$ cat src/rtl/io_byte_bridge.sv
// io_byte_bridge: byte buffering between the core's I/O port and a UART engine.
// Two independent show-ahead FIFOs (core->UART on TX, UART->core on RX) with
// core stall generation, occupancy counts and sticky error flags.
module io_byte_bridge #(
  parameter int TX_AW = 4,
  parameter int RX_AW = 4
) (
  input  logic              clk,
  input  logic              rst,
  input  logic              out_issued,
  input  logic [31:0]       out_data,
  output logic              out_stall,
  input  logic              in_issued,
  output logic [31:0]       in_data,
  output logic              in_stall,
  output logic              tx_valid,
  output logic [7:0]        tx_data,
  input  logic              tx_ready,
  input  logic              rx_valid,
  input  logic [7:0]        rx_data,
  output logic [TX_AW:0]    tx_count,
  output logic [RX_AW:0]    rx_count,
  output logic              rx_overrun,
  output logic              tx_drop
);

  localparam int TX_N = 1 << TX_AW;
  localparam int RX_N = 1 << RX_AW;
  localparam logic [TX_AW:0] TX_DEPTH = (TX_AW + 1)'(TX_N);
  localparam logic [RX_AW:0] RX_DEPTH = (RX_AW + 1)'(RX_N);

  logic [7:0]       tx_mem [TX_N];
  logic [TX_AW-1:0] tx_wr_ptr, tx_rd_ptr;
  logic [TX_AW:0]   tx_cnt;
  logic             tx_full, tx_push, tx_pop;

  logic [7:0]       rx_mem [RX_N];
  logic [RX_AW-1:0] rx_wr_ptr, rx_rd_ptr;
  logic [RX_AW:0]   rx_cnt;
  logic             rx_full, rx_empty, rx_push, rx_pop;

  logic             tx_drop_q, rx_overrun_q;

  // Handshake decode; full/empty come only from registered counts so the
  // stall outputs never depend combinationally on tx_ready or rx_valid.
  always_comb begin
    tx_full  = (tx_cnt == TX_DEPTH);
    tx_push  = out_issued & ~tx_full;
    tx_pop   = (tx_cnt != '0) & tx_ready;
    rx_full  = (rx_cnt == RX_DEPTH);
    rx_empty = (rx_cnt == '0);
    rx_push  = rx_valid & ~rx_full;
    rx_pop   = in_issued & ~rx_empty;
  end

  // TX storage write; contents need no reset because the count gates visibility.
  always_ff @(posedge clk) begin
    if (rst && tx_push) tx_mem[tx_wr_ptr] <= out_data[7:0];
  end

  // TX pointers, occupancy and the protocol-violation flag.
  always_ff @(posedge clk) begin
    if (!rst) begin
      tx_wr_ptr <= '0;
      tx_rd_ptr <= '0;
      tx_cnt    <= '0;
      tx_drop_q <= 1'b0;
    end else begin
      if (tx_push) tx_wr_ptr <= tx_wr_ptr + 1'b1;
      if (tx_pop)  tx_rd_ptr <= tx_rd_ptr + 1'b1;
      case ({tx_push, tx_pop})
        2'b10:   tx_cnt <= tx_cnt + 1'b1;
        2'b01:   tx_cnt <= tx_cnt - 1'b1;
        default: tx_cnt <= tx_cnt;
      endcase
      if (out_issued && tx_full) tx_drop_q <= 1'b1;
    end
  end

  // RX storage write from the UART receiver.
  always_ff @(posedge clk) begin
    if (rst && rx_push) rx_mem[rx_wr_ptr] <= rx_data;
  end

  // RX pointers, occupancy and the dropped-byte flag.
  always_ff @(posedge clk) begin
    if (!rst) begin
      rx_wr_ptr    <= '0;
      rx_rd_ptr    <= '0;
      rx_cnt       <= '0;
      rx_overrun_q <= 1'b0;
    end else begin
      if (rx_push) rx_wr_ptr <= rx_wr_ptr + 1'b1;
      if (rx_pop)  rx_rd_ptr <= rx_rd_ptr + 1'b1;
      case ({rx_push, rx_pop})
        2'b10:   rx_cnt <= rx_cnt + 1'b1;
        2'b01:   rx_cnt <= rx_cnt - 1'b1;
        default: rx_cnt <= rx_cnt;
      endcase
      if (rx_valid && rx_full) rx_overrun_q <= 1'b1;
    end
  end

  // Show-ahead outputs and status presented to the core and the UART.
  always_comb begin
    out_stall  = tx_full;
    tx_valid   = (tx_cnt != '0);
    tx_data    = tx_mem[tx_rd_ptr];
    in_stall   = rx_empty;
    in_data    = rx_empty ? 32'd0 : {24'd0, rx_mem[rx_rd_ptr]};
    tx_count   = tx_cnt;
    rx_count   = rx_cnt;
    tx_drop    = tx_drop_q;
    rx_overrun = rx_overrun_q;
  end

endmodule

$ cat config.mk
export PLATFORM = sky130hd
export DESIGN_NAME = io_byte_bridge
export DESIGN_NICKNAME = d
export VERILOG_FILES = /design/src/rtl/io_byte_bridge.sv
export SDC_FILE = /design/constraint.sdc
export NUM_CORES = 1
export LEC_CHECK = 0
export ABC_AREA = 1
export CAP_MARGIN = 5
export CORE_UTILIZATION = 30
export CTS_CLUSTER_DIAMETER = 120
export CTS_CLUSTER_SIZE = 30
export DETAILED_ROUTE_END_ITERATION = 12
export GPL_ROUTABILITY_DRIVEN = 0
export GPL_TIMING_DRIVEN = 0
export PLACE_DENSITY_LB_ADDON = 0.15
export SYNTH_ARGS = -nofsm -noshare
export SYNTH_HDL_FRONTEND = slang
export SYNTH_SLANG_ARGS = --single-unit
$ cat constraint.sdc
create_clock -name clk -period 6.1 [get_ports clk]
set_clock_uncertainty 0.2 [all_clocks]
set_input_delay 1.22 -clock clk [delete_from_list [all_inputs] [get_ports clk]]
set_output_delay 1.22 -clock clk [all_outputs]
set_load 0.005 [all_outputs]
# Word-level counts from Yosys, hierarchy flattened
# Memories as Yosys holds them, arrays and structs flattened. A register that Yosys moved wholly into a read port is not among the register bits.
# Index checks and enable logic that the tools add are counted.
# op_classes
n_addsub,8
eq_ne,6
muxes,11
n_bitwise,7
n_reduce_logical,8
# ops
operator,n
$pmux W5 S2,2
$add A4 B1 Y4 const B,4
$mux W4,4
$add A5 B1 Y5 const B,2
$eq A5 B5 Y1 const B,2
$sub A5 B1 Y5 const B,2
$mux W8,1
$logic_not A5 Y1,1
$reduce_bool A5 Y1,1
$and A1 B1 Y1,4
$eq A2 B1 Y1 const B,2
$eq A2 B2 Y1 const B,2
$logic_and A1 B1 Y1,4
$mux W1,4
$reduce_bool A2 Y1,2
$not A1 Y1,3
# totals
ff_bits,28
ram_bits,256
inputBits,46
out_inout_bits,55
word_cells,50
memories,2
# mem_list
memory,depth,word_bits,rd,rd_ports_with_merged_regs,wr,line_no,rtl
rx_mem,16,8,1,1,1,37,logic [7:0] rx_mem [RX_N];
tx_mem,16,8,1,1,1,32,logic [7:0] tx_mem [TX_N];

# Longest topological paths before layout
# Gate-level depths: netlist of the first run.
# depth
depth_word,6
depth_mapped,16
depth_no_buf,15

# Worst setup path after synthesis of the first run
# Ideal clock, no wire load.
# synth_timing
path_type,input -> register
from,input rst
to,memory tx_mem[15][0] (enable)
setup_time_ns,0.383
arrival_time_ns,2.287
t_required_ns,5.517
slack_ns,3.230
stages,3
path_buffers,1
path_cell_list,clkinv_1 > clkbuf_1 > nor3_1
# synth_between
elab_chain_cells,3
# synth_rtl
element,line_no,rtl
start: declaration,9,"input logic rst,"
$logic_and A1 B1 Y1,58,if (rst && tx_push) tx_mem[tx_wr_ptr] <= out_data[7:0];
$mux W1,58,
$mux W1 (implied by the code),58,
end: declaration,32,
# Every way passes these cells.

==> reports/qor.tcl, run 1 <==
set qor(yosys_warnings) 0
set qor(synth-edff-count) 256
set qor(detailed_place.area_mm2) 0.0135
set qor(routed_via_density) 4.74
set qor(worst-slew-pin-transition_ns) 1.16
set qor(die_x_um) 204
set qor(synthAdderAreaFrac_pct) 1.53
set qor(post_synth_main_area_contributors) {sky130_fd_sc_hd__edfxtp_1, sky130_fd_sc_hd__dfxtp_1, sky130_fd_sc_hd__o21ai_0}
set qor(clock_sinks) 292
set qor(count_of_vias_placed_by_the_detailed_router) 7655
set qor(synth_top_cell_by_area) {sky130_fd_sc_hd__edfxtp_1}
set qor(number_of_buffer_cells_added_on_primary_ports) 52
set qor(syn2layout_area_growth_pct) 13.3
set qor(p_sw_share_pct) 33.9
set qor(max_clock_freq_mhz) 229
set qor(synth_area_per_cell_um2) 12.3
set qor(maxCapViolations) 0
set qor(synth.ff_latch_count) 292
set qor(synthMuxAreaShare_pct) 2.62
set qor(min-delay-path-class) {flop to flop}
set qor(start_util_pct) 30.6
set qor(synth_top_area_share_pct) 62.9
set qor(power.share.combinational_pct) 32.6
set qor(post_synth_and_or_nand_nor_area_fraction_pct) 8.79
set qor(synth_most_common_cell) {sky130_fd_sc_hd__edfxtp_1}
set qor(worst_skew_pair.late_latency_ns) 0.49
set qor(outcome) {finished clean}
set qor(root_buffer) {sky130_fd_sc_hd__clkbuf_16}
set qor(fin_hold_ws_ns) 0.290
set qor(detailed_place_hpwl_um) 21500
set qor(wl_per_cell_um) 19.3
set qor(post_cts.resized_instances) 0
set qor(drtPass1Iterations) 5
set qor(final.min_clock_period_ns) 4.36
set qor(drt_drc_violations_left) 0
set qor(worst_ep_arrival_time_ns) 2.94
set qor(worst_setup_path_start_kind) {flop}
set qor(post_syn_instances) 996
set qor(switchingPower_mw) 1.68
set qor(share_clk_of_total_power_pct) 20.3
set qor(detail_route.wirelength_um) 31200
set qor(vias_in_the_first_global_route) 7426
set qor(die_area_mm2) 0.0416
set qor(pin_count) 101
set qor(power.ir.vdd_worst_uv) 171
set qor(cts_tree) {yes}
set qor(internal_power_mw) 3.28
set qor(chipHeight_um) 204
set qor(grt_remaining_overflow) 0
set qor(setup-tns-final_ns) 0
set qor(fin_util_pct) 34.6
set qor(timing.final.hold_violations) 0
set qor(asyncSetResetFlopFracSynth_pct) 0
set qor(synthDistinctLibCells) 35
set qor(core-area_mm2) 0.0400
set qor(total_clock_buffers_created_by_cts) 13
set qor(maxSlewViolCount) 0
set qor(placementRows) 73
set qor(antenna_found_initial) 0
set qor(post_cts_hold_buffer_count) 0
set qor(maximum_number_of_pins_on_one_net_before_global_route_repair) 32
set qor(grtUsageTotal_pct) 15.0
set qor(ys_seq_area_share_pct) 68.7
set qor(postLayoutCellArea_mm2) 0.0139
set qor(main_combinational_cell_family_by_area_after_synthesis) {compound AO/OA/AOI/OAI gates}
set qor(worstPathMaxFanout) 10
set qor(wire_length_of_the_first_global_routing_pass_um) 46500
set qor(synthXorXnorAreaFrac_pct) 0.788
set qor(ys.flop_type) {sky130_fd_sc_hd__edfxtp_1}
set qor(first_iter_violations) 471
set qor(synth_common_cells) {sky130_fd_sc_hd__edfxtp_1, sky130_fd_sc_hd__nor2_1, sky130_fd_sc_hd__o21ai_0}
set qor(num-nets-final) 1149
set qor(leakage_nw) 4.72
set qor(drtAntennaViolNets) 0
set qor(cts_setup_buffers) 0
set qor(antenna-diode-count) 0
set qor(synth_area_mm2) 0.0122
set qor(layout-drive-gt1-share_pct) 7.88
set qor(period_share_pct) 71.5
set qor(setup.worst_path.class) {flop to output pin}
set qor(grt_setup_unrepaired) {false}
set qor(path_clk_slew_ns) 0.12
set qor(cts_max_level) 1
set qor(p_per_cell_area_mw_per_mm2) 359
set qor(required_ns) 4.68
set qor(layout_setup_ws_ns) 1.74
set qor(cp_capture_type) {output pin}
set qor(dp_worst_setup_slack_ns) 1.87
set qor(max-clock-path-buffers) 3
set qor(setup_viol) 0
set qor(timing.slew.headroom_pct) 22.3
set qor(synth-compound-area-share_pct) 11.6
set qor(seq_power_share_pct) 47.1
sequential cells by signal, indices dropped and copies added, names as in the netlist, named ones only:
name and flops:
rx_overrun 1, rx_rd_ptr 4, rx_count 5, tx_mem 128, tx_rd_ptr 4, tx_wr_ptr 4, tx_drop 1, rx_wr_ptr 4
tx_count 5, rx_mem 128
power groups by stage:
stage	clock network, mW	registers [mW]	logic [mW]
2_1_floorplan	0	2.37	0.938
3_3_place_gp	0	2.39	1.63
3_5_place_dp	0	2.39	1.63
4_1_cts	1.04	2.34	1.63
5_1_grt	1.11	2.35	1.80
6_report	1.01	2.34	1.62
final cells by class:
cell class                 instances  area [um^2]
fill                            4002        26200
sequential                       292         8410
multi-input combinational        575         3190
tap                              525          657
timing repair buffer              54          531
buffer                            73          414
clock buffer                      16          337
inverter                          79          302
clock inverter                     2         11.3
critical path, stage by stage (launching register included):
cell                              delay, ns
sky130_fd_sc_hd__dfxtp_1               0.39
sky130_fd_sc_hd__inv_1                 0.16
sky130_fd_sc_hd__clkbuf_1              0.40
sky130_fd_sc_hd__o21ai_0               0.18
sky130_fd_sc_hd__o22ai_1               0.26
sky130_fd_sc_hd__nor2_1                0.12
sky130_fd_sc_hd__nor2_1                0.12
sky130_fd_sc_hd__o21ai_0               0.11
sky130_fd_sc_hd__a21oi_1               0.18
sky130_fd_sc_hd__clkdlybuf4s50_1       0.54
final timing paths:
check / from / to / slack (ns) / cells after the start
max: flop / in_data[6] / 1.74 / 9
min: rx_overrun / rx_overrun / 0.29 / 2
max reg2reg: tx_count[1] / tx_mem[11][6] / 3.63 / 6
min reg2reg: rx_overrun / rx_overrun / 0.29 / 2
logic make-up after synthesis:
logic type,Yosys count
and+or+nand+nor,245
other,1
buffers and inverters,152
DFF,292
adders and majority gates,15
muxes,32
xor gates and xnor gates,11
AOI/OAI and AO/OA,248
layer usage:
layer	part of all wire, %	GRT usage [%]	vias up
met5	0	0	-
met4	2.3	3.89	0
met3	3.7	1.59	33
met2	47	24.6	165
met1	47	21.1	3746
li1	-	-	3711
stage by stage:
stage | instances | power, mW
floorplan | 1019 | 3.30
global placement | 1596 | 4.02
detailed placement | 1597 | 4.01
CTS | 1615 | 5.02
global route | 1616 | 5.26
finish | 1616 | 4.97
cells in the final DEF, fill, tap and decap left out:
master	synthesis	final
sky130_fd_sc_hd__xnor2_1	3	3
sky130_fd_sc_hd__clkinv_1	2	3
sky130_fd_sc_hd__mux2i_1	32	32
sky130_fd_sc_hd__clkinvlp_4	0	1
sky130_fd_sc_hd__nor2_2	3	3
sky130_fd_sc_hd__o21ai_0	120	120
sky130_fd_sc_hd__nand2_4	3	3
sky130_fd_sc_hd__buf_4	27	27
sky130_fd_sc_hd__inv_1	73	73
sky130_fd_sc_hd__o21ai_1	4	4
sky130_fd_sc_hd__nor2_4	1	1
sky130_fd_sc_hd__edfxtp_1	256	256
sky130_fd_sc_hd__nand4_1	8	8
sky130_fd_sc_hd__nor3_1	5	5
sky130_fd_sc_hd__ha_1	15	15
sky130_fd_sc_hd__a31o_2	2	2
sky130_fd_sc_hd__xor2_1	8	8
sky130_fd_sc_hd__conb_1	1	24
sky130_fd_sc_hd__clkbuf_1	22	25
sky130_fd_sc_hd__nor2_1	133	133
sky130_fd_sc_hd__clkdlybuf4s50_1	0	52
sky130_fd_sc_hd__a21oi_1	58	58
sky130_fd_sc_hd__inv_2	2	2
sky130_fd_sc_hd__nand3b_1	1	1
sky130_fd_sc_hd__o221ai_1	22	22
sky130_fd_sc_hd__inv_4	2	2
sky130_fd_sc_hd__clkbuf_16	0	13
sky130_fd_sc_hd__buf_2	17	19
sky130_fd_sc_hd__buf_6	2	2
sky130_fd_sc_hd__nand3_1	40	40
sky130_fd_sc_hd__nand2_1	42	42
sky130_fd_sc_hd__o22ai_1	10	10
sky130_fd_sc_hd__nand2_2	5	5
sky130_fd_sc_hd__clkbuf_2	2	2
sky130_fd_sc_hd__dfxtp_1	36	36
sky130_fd_sc_hd__nand3_2	4	4
sky130_fd_sc_hd__buf_1	3	3
sky130_fd_sc_hd__o211ai_1	32	32
(Power assumes the default switching activity.)
==> inputs of run 2 (changes only) <==
Clock period 6.1 ns to 4.3 ns, I/O delays scaled along.
==> results of run 2 <==
Same layout as run 1 (identical final DEF). Status: finished clean.
Among the figures that moved: setup slack after placement 1.87 ns -> 0.427 ns; setup slack after layout 1.74 ns -> 0.301 ns; register-to-register setup slack 3.63 ns -> 1.83 ns; total power 4.97 mW -> 7.05 mW; worst IR drop on VDD 171 uV -> 243 uV
==> inputs of run 3 (changes only) <==
Settings changed: CORE_MARGIN from default to 10, CTS_CLUSTER_DIAMETER 120 to default, SETUP_SLACK_MARGIN from default to 0.05.
==> run 3 against run 2 <==
Setup slack got worse by 0.042 ns. Fmax down 1.0%. Power is 21% higher. Global-route usage decreased by 2.2 points. Non-clock buffer count shrank 1. Sequential share of layout area decreased by 3.2 points. Critical path type unchanged. Critical endpoint is now in_data[2]. Highest routed layer unchanged.
==> reports/qor.tcl, run 3 (synthesized netlist as in run 1, its figures left out) <==
set qor(cts_setup_buffers) 0 ;# unchanged
set qor(routed_via_density) 4.68 ;# was 4.74
set qor(drtAntennaViolNets) 0 ;# unchanged
set qor(worstHoldStart) {tx_drop} ;# was rx_overrun
set qor(detailed_place_hpwl_um) 22100 ;# was 21500 um
set qor(drt_drc_violations_left) 0 ;# unchanged
set qor(antenna-diode-count) 0 ;# unchanged
set qor(wl_per_cell_um) 19.6 ;# was 19.3 um
set qor(top_layer) {met4} ;# unchanged
set qor(antenna_found_initial) 0 ;# unchanged
set qor(final_cell_mix) {sky130_fd_sc_hd__edfxtp_1, sky130_fd_sc_hd__nor2_1, sky130_fd_sc_hd__o21ai_0} ;# unchanged
set qor(critical-path-slowest-cell) {sky130_fd_sc_hd__clkdlybuf4s50_1} ;# unchanged
set qor(layout-drive-gt1-share_pct) 10.8 ;# was 7.88%
set qor(maxSlewViolCount) 0 ;# unchanged
set qor(register_area_mm2) 0.00841 ;# unchanged
set qor(maxCapViolations) 0 ;# unchanged
set qor(grt_remaining_overflow) 0 ;# unchanged
set qor(cp_slowest_stage_delay_ns) 0.55 ;# was 0.54 ns
set qor(root_buffer) {sky130_fd_sc_hd__clkbuf_16} ;# unchanged
set qor(chipHeight_um) 222 ;# was 204 um
set qor(max-clock-path-buffers) 3 ;# unchanged
set qor(detail_route.wirelength_um) 32500 ;# was 31200 um
set qor(leakage_nw) 5.10 ;# was 4.72 nW
set qor(num-nets-final) 1170 ;# was 1149
set qor(fin_util_pct) 36.6 ;# was 34.6%
set qor(multi_input_logic_area_mm2) 0.00320 ;# was 0.00319 mm^2
set qor(first_iter_violations) 523 ;# was 471
set qor(wl_met2_um) 15000 ;# was 14500 um
set qor(maximum_number_of_pins_on_one_net_before_global_route_repair) 17 ;# was 32
set qor(worst_ep_arrival_time_ns) 2.98 ;# was 2.94 ns
set qor(grt_setup_unrepaired) {false} ;# unchanged
set qor(setup-tns-final_ns) 0 ;# unchanged
set qor(drt-met1-wl_um) 15100 ;# was 14800 um
set qor(setup.worst_path.class) {flop to output pin} ;# unchanged
set qor(grtUsageTotal_pct) 12.9 ;# was 15.0%
set qor(clock_sinks) 292 ;# unchanged
set qor(worstPathMaxFanout) 10 ;# unchanged
set qor(placementRows) 73 ;# unchanged
set qor(path_clk_slew_ns) 0.06 ;# was 0.12 ns
set qor(power.ir.vdd_worst_uv) 314 ;# was 243 uV
set qor(timing.slew.headroom_pct) 16.4 ;# was 22.3%
set qor(start_util_pct) 30.6 ;# unchanged
set qor(timing.final.hold_violations) 0 ;# unchanged
set qor(syn2layout_area_growth_pct) 19.6 ;# was 13.3%
set qor(cp_capture_type) {output pin} ;# unchanged
set qor(met3WireLength_um) 1640 ;# was 1160 um
set qor(worst-slew-pin-transition_ns) 1.24 ;# was 1.16 ns
set qor(post_cts_hold_buffer_count) 0 ;# unchanged
set qor(core-area_mm2) 0.0400 ;# unchanged
set qor(drtPass1Iterations) 4 ;# was 5
set qor(pin_count) 101 ;# unchanged
set qor(worst_setup_path_start_kind) {flop} ;# unchanged
set qor(reg_top3) {rx_mem x128, tx_mem x128} ;# unchanged
set qor(number_of_buffer_cells_added_on_primary_ports) 52 ;# unchanged
set qor(post_cts.resized_instances) 0 ;# unchanged
set qor(outcome) {finished clean} ;# unchanged
set qor(r2r_setup_slack_ns) 1.74 ;# was 1.83 ns
set qor(crit_chain) {buf_1, o21ai_0, o22ai_1, nor2_1, nor2_1, o21ai_0, a21oi_1, clkdlybuf4s50_1} ;# was inv_1, clkbuf_1, o21ai_0, o22ai_1, nor2_1, nor2_1, o21ai_0, a21oi_1, clkdlybuf4s50_1
set qor(setup_viol) 0 ;# unchanged
set qor(cts_tree) {yes} ;# unchanged
set qor(vias_in_the_first_global_route) 7756 ;# was 7426
set qor(layout.filler_cells) 3934 ;# was 4002
set qor(worst_skew_pair.late_latency_ns) 0.52 ;# was 0.49 ns
set qor(cts_max_level) 2 ;# was 1
set qor(total_clock_buffers_created_by_cts) 35 ;# was 13
set qor(max_clock_freq_mhz) 247 ;# was 250 MHz
set qor(final.min_clock_period_ns) 4.04 ;# was 4.00 ns
set qor(required_ns) 3.24 ;# about the same
set qor(reg2reg_from) {tx_count[1]} ;# unchanged
set qor(die_area_mm2) 0.0492 ;# was 0.0416 mm^2
set qor(period_share_pct) 94.0 ;# was 93.0%
set qor(p_per_cell_area_mw_per_mm2) 582 ;# was 509 mW/mm^2
set qor(wire_length_of_the_first_global_routing_pass_um) 49300 ;# was 46500 um
set qor(die_x_um) 222 ;# was 204 um
set qor(min-delay-path-class) {flop to flop} ;# unchanged
set qor(layout.cells.most_common) {sky130_fd_sc_hd__edfxtp_1} ;# unchanged
set qor(count_of_vias_placed_by_the_detailed_router) 7761 ;# was 7655
==> run 3: changes by cell type in the layout (fill, tap and decap cells not counted), sizes merged <==
cell / previous run / this run
clkinvlp: 1 / 2
inv: 77 / 79
clkbuf: 40 / 62
bufinv: 0 / 3
clkinv: 3 / 18
==> run 3: path summary, 6_finish.rpt <==
kind | end | depth (start not counted)
worst max-delay path | in_data[2] | 8
worst min-delay path | tx_drop | 2
worst max register to register | tx_mem[15][5] | 6
worst min register to register | tx_drop | 2
==> run 3: area by class of cell <==
class	instances	area share, %
Sequential cell	292	57.5
Multi-Input combinational cell	575	21.9
Clock buffer	39	6.09
Tap cell	525	4.49
Timing Repair Buffer	53	3.59
Buffer	73	2.84
Inverter	79	2.06
Clock inverter	23	1.59
==> run 3: through the flow <==
stage | setup slack, ns | hold WS [ns] | power [mW] | instances | area [um^2]
global placement | 0.414 | 0.256 | 5.72 | 1596 | 13500
finish | 0.259 | 0.266 | 8.51 | 1659 | 14600
detailed placement | 0.347 | 0.259 | 5.71 | 1596 | 13500
global route | 0.0659 | 0.312 | 8.98 | 1659 | 14600
CTS | 0.184 | 0.274 | 8.63 | 1658 | 14600
floorplan | 1.79 | 0.247 | 4.69 | 1019 | 12300
==> run 3: metal layers <==
layer  vias to the layer above  global-route usage [%]
li1                       3788                       -
met1                      3718                    17.6
met2                       198                    20.3
met3                        57                    2.27
met4                         0                    3.87
met5                         -                       0
==> run 3: power by group <==
group	internal [mW]	switching [mW]	leakage (nW)
logic	0.893	1.41	1.95
clock network	1.69	1.20	0.542
registers	3.21	0.119	2.60
total	5.79	2.72	5.10
==> run 3: critical path, delay by kind of cell, from the launching register on <==
| family | cells | cell delay (ns) |
|---|---|---|
| compound gates | 4 | 0.83 |
| buf+inv | 2 | 0.96 |
| flops | 1 | 0.43 |
| simple gates | 2 | 0.23 |
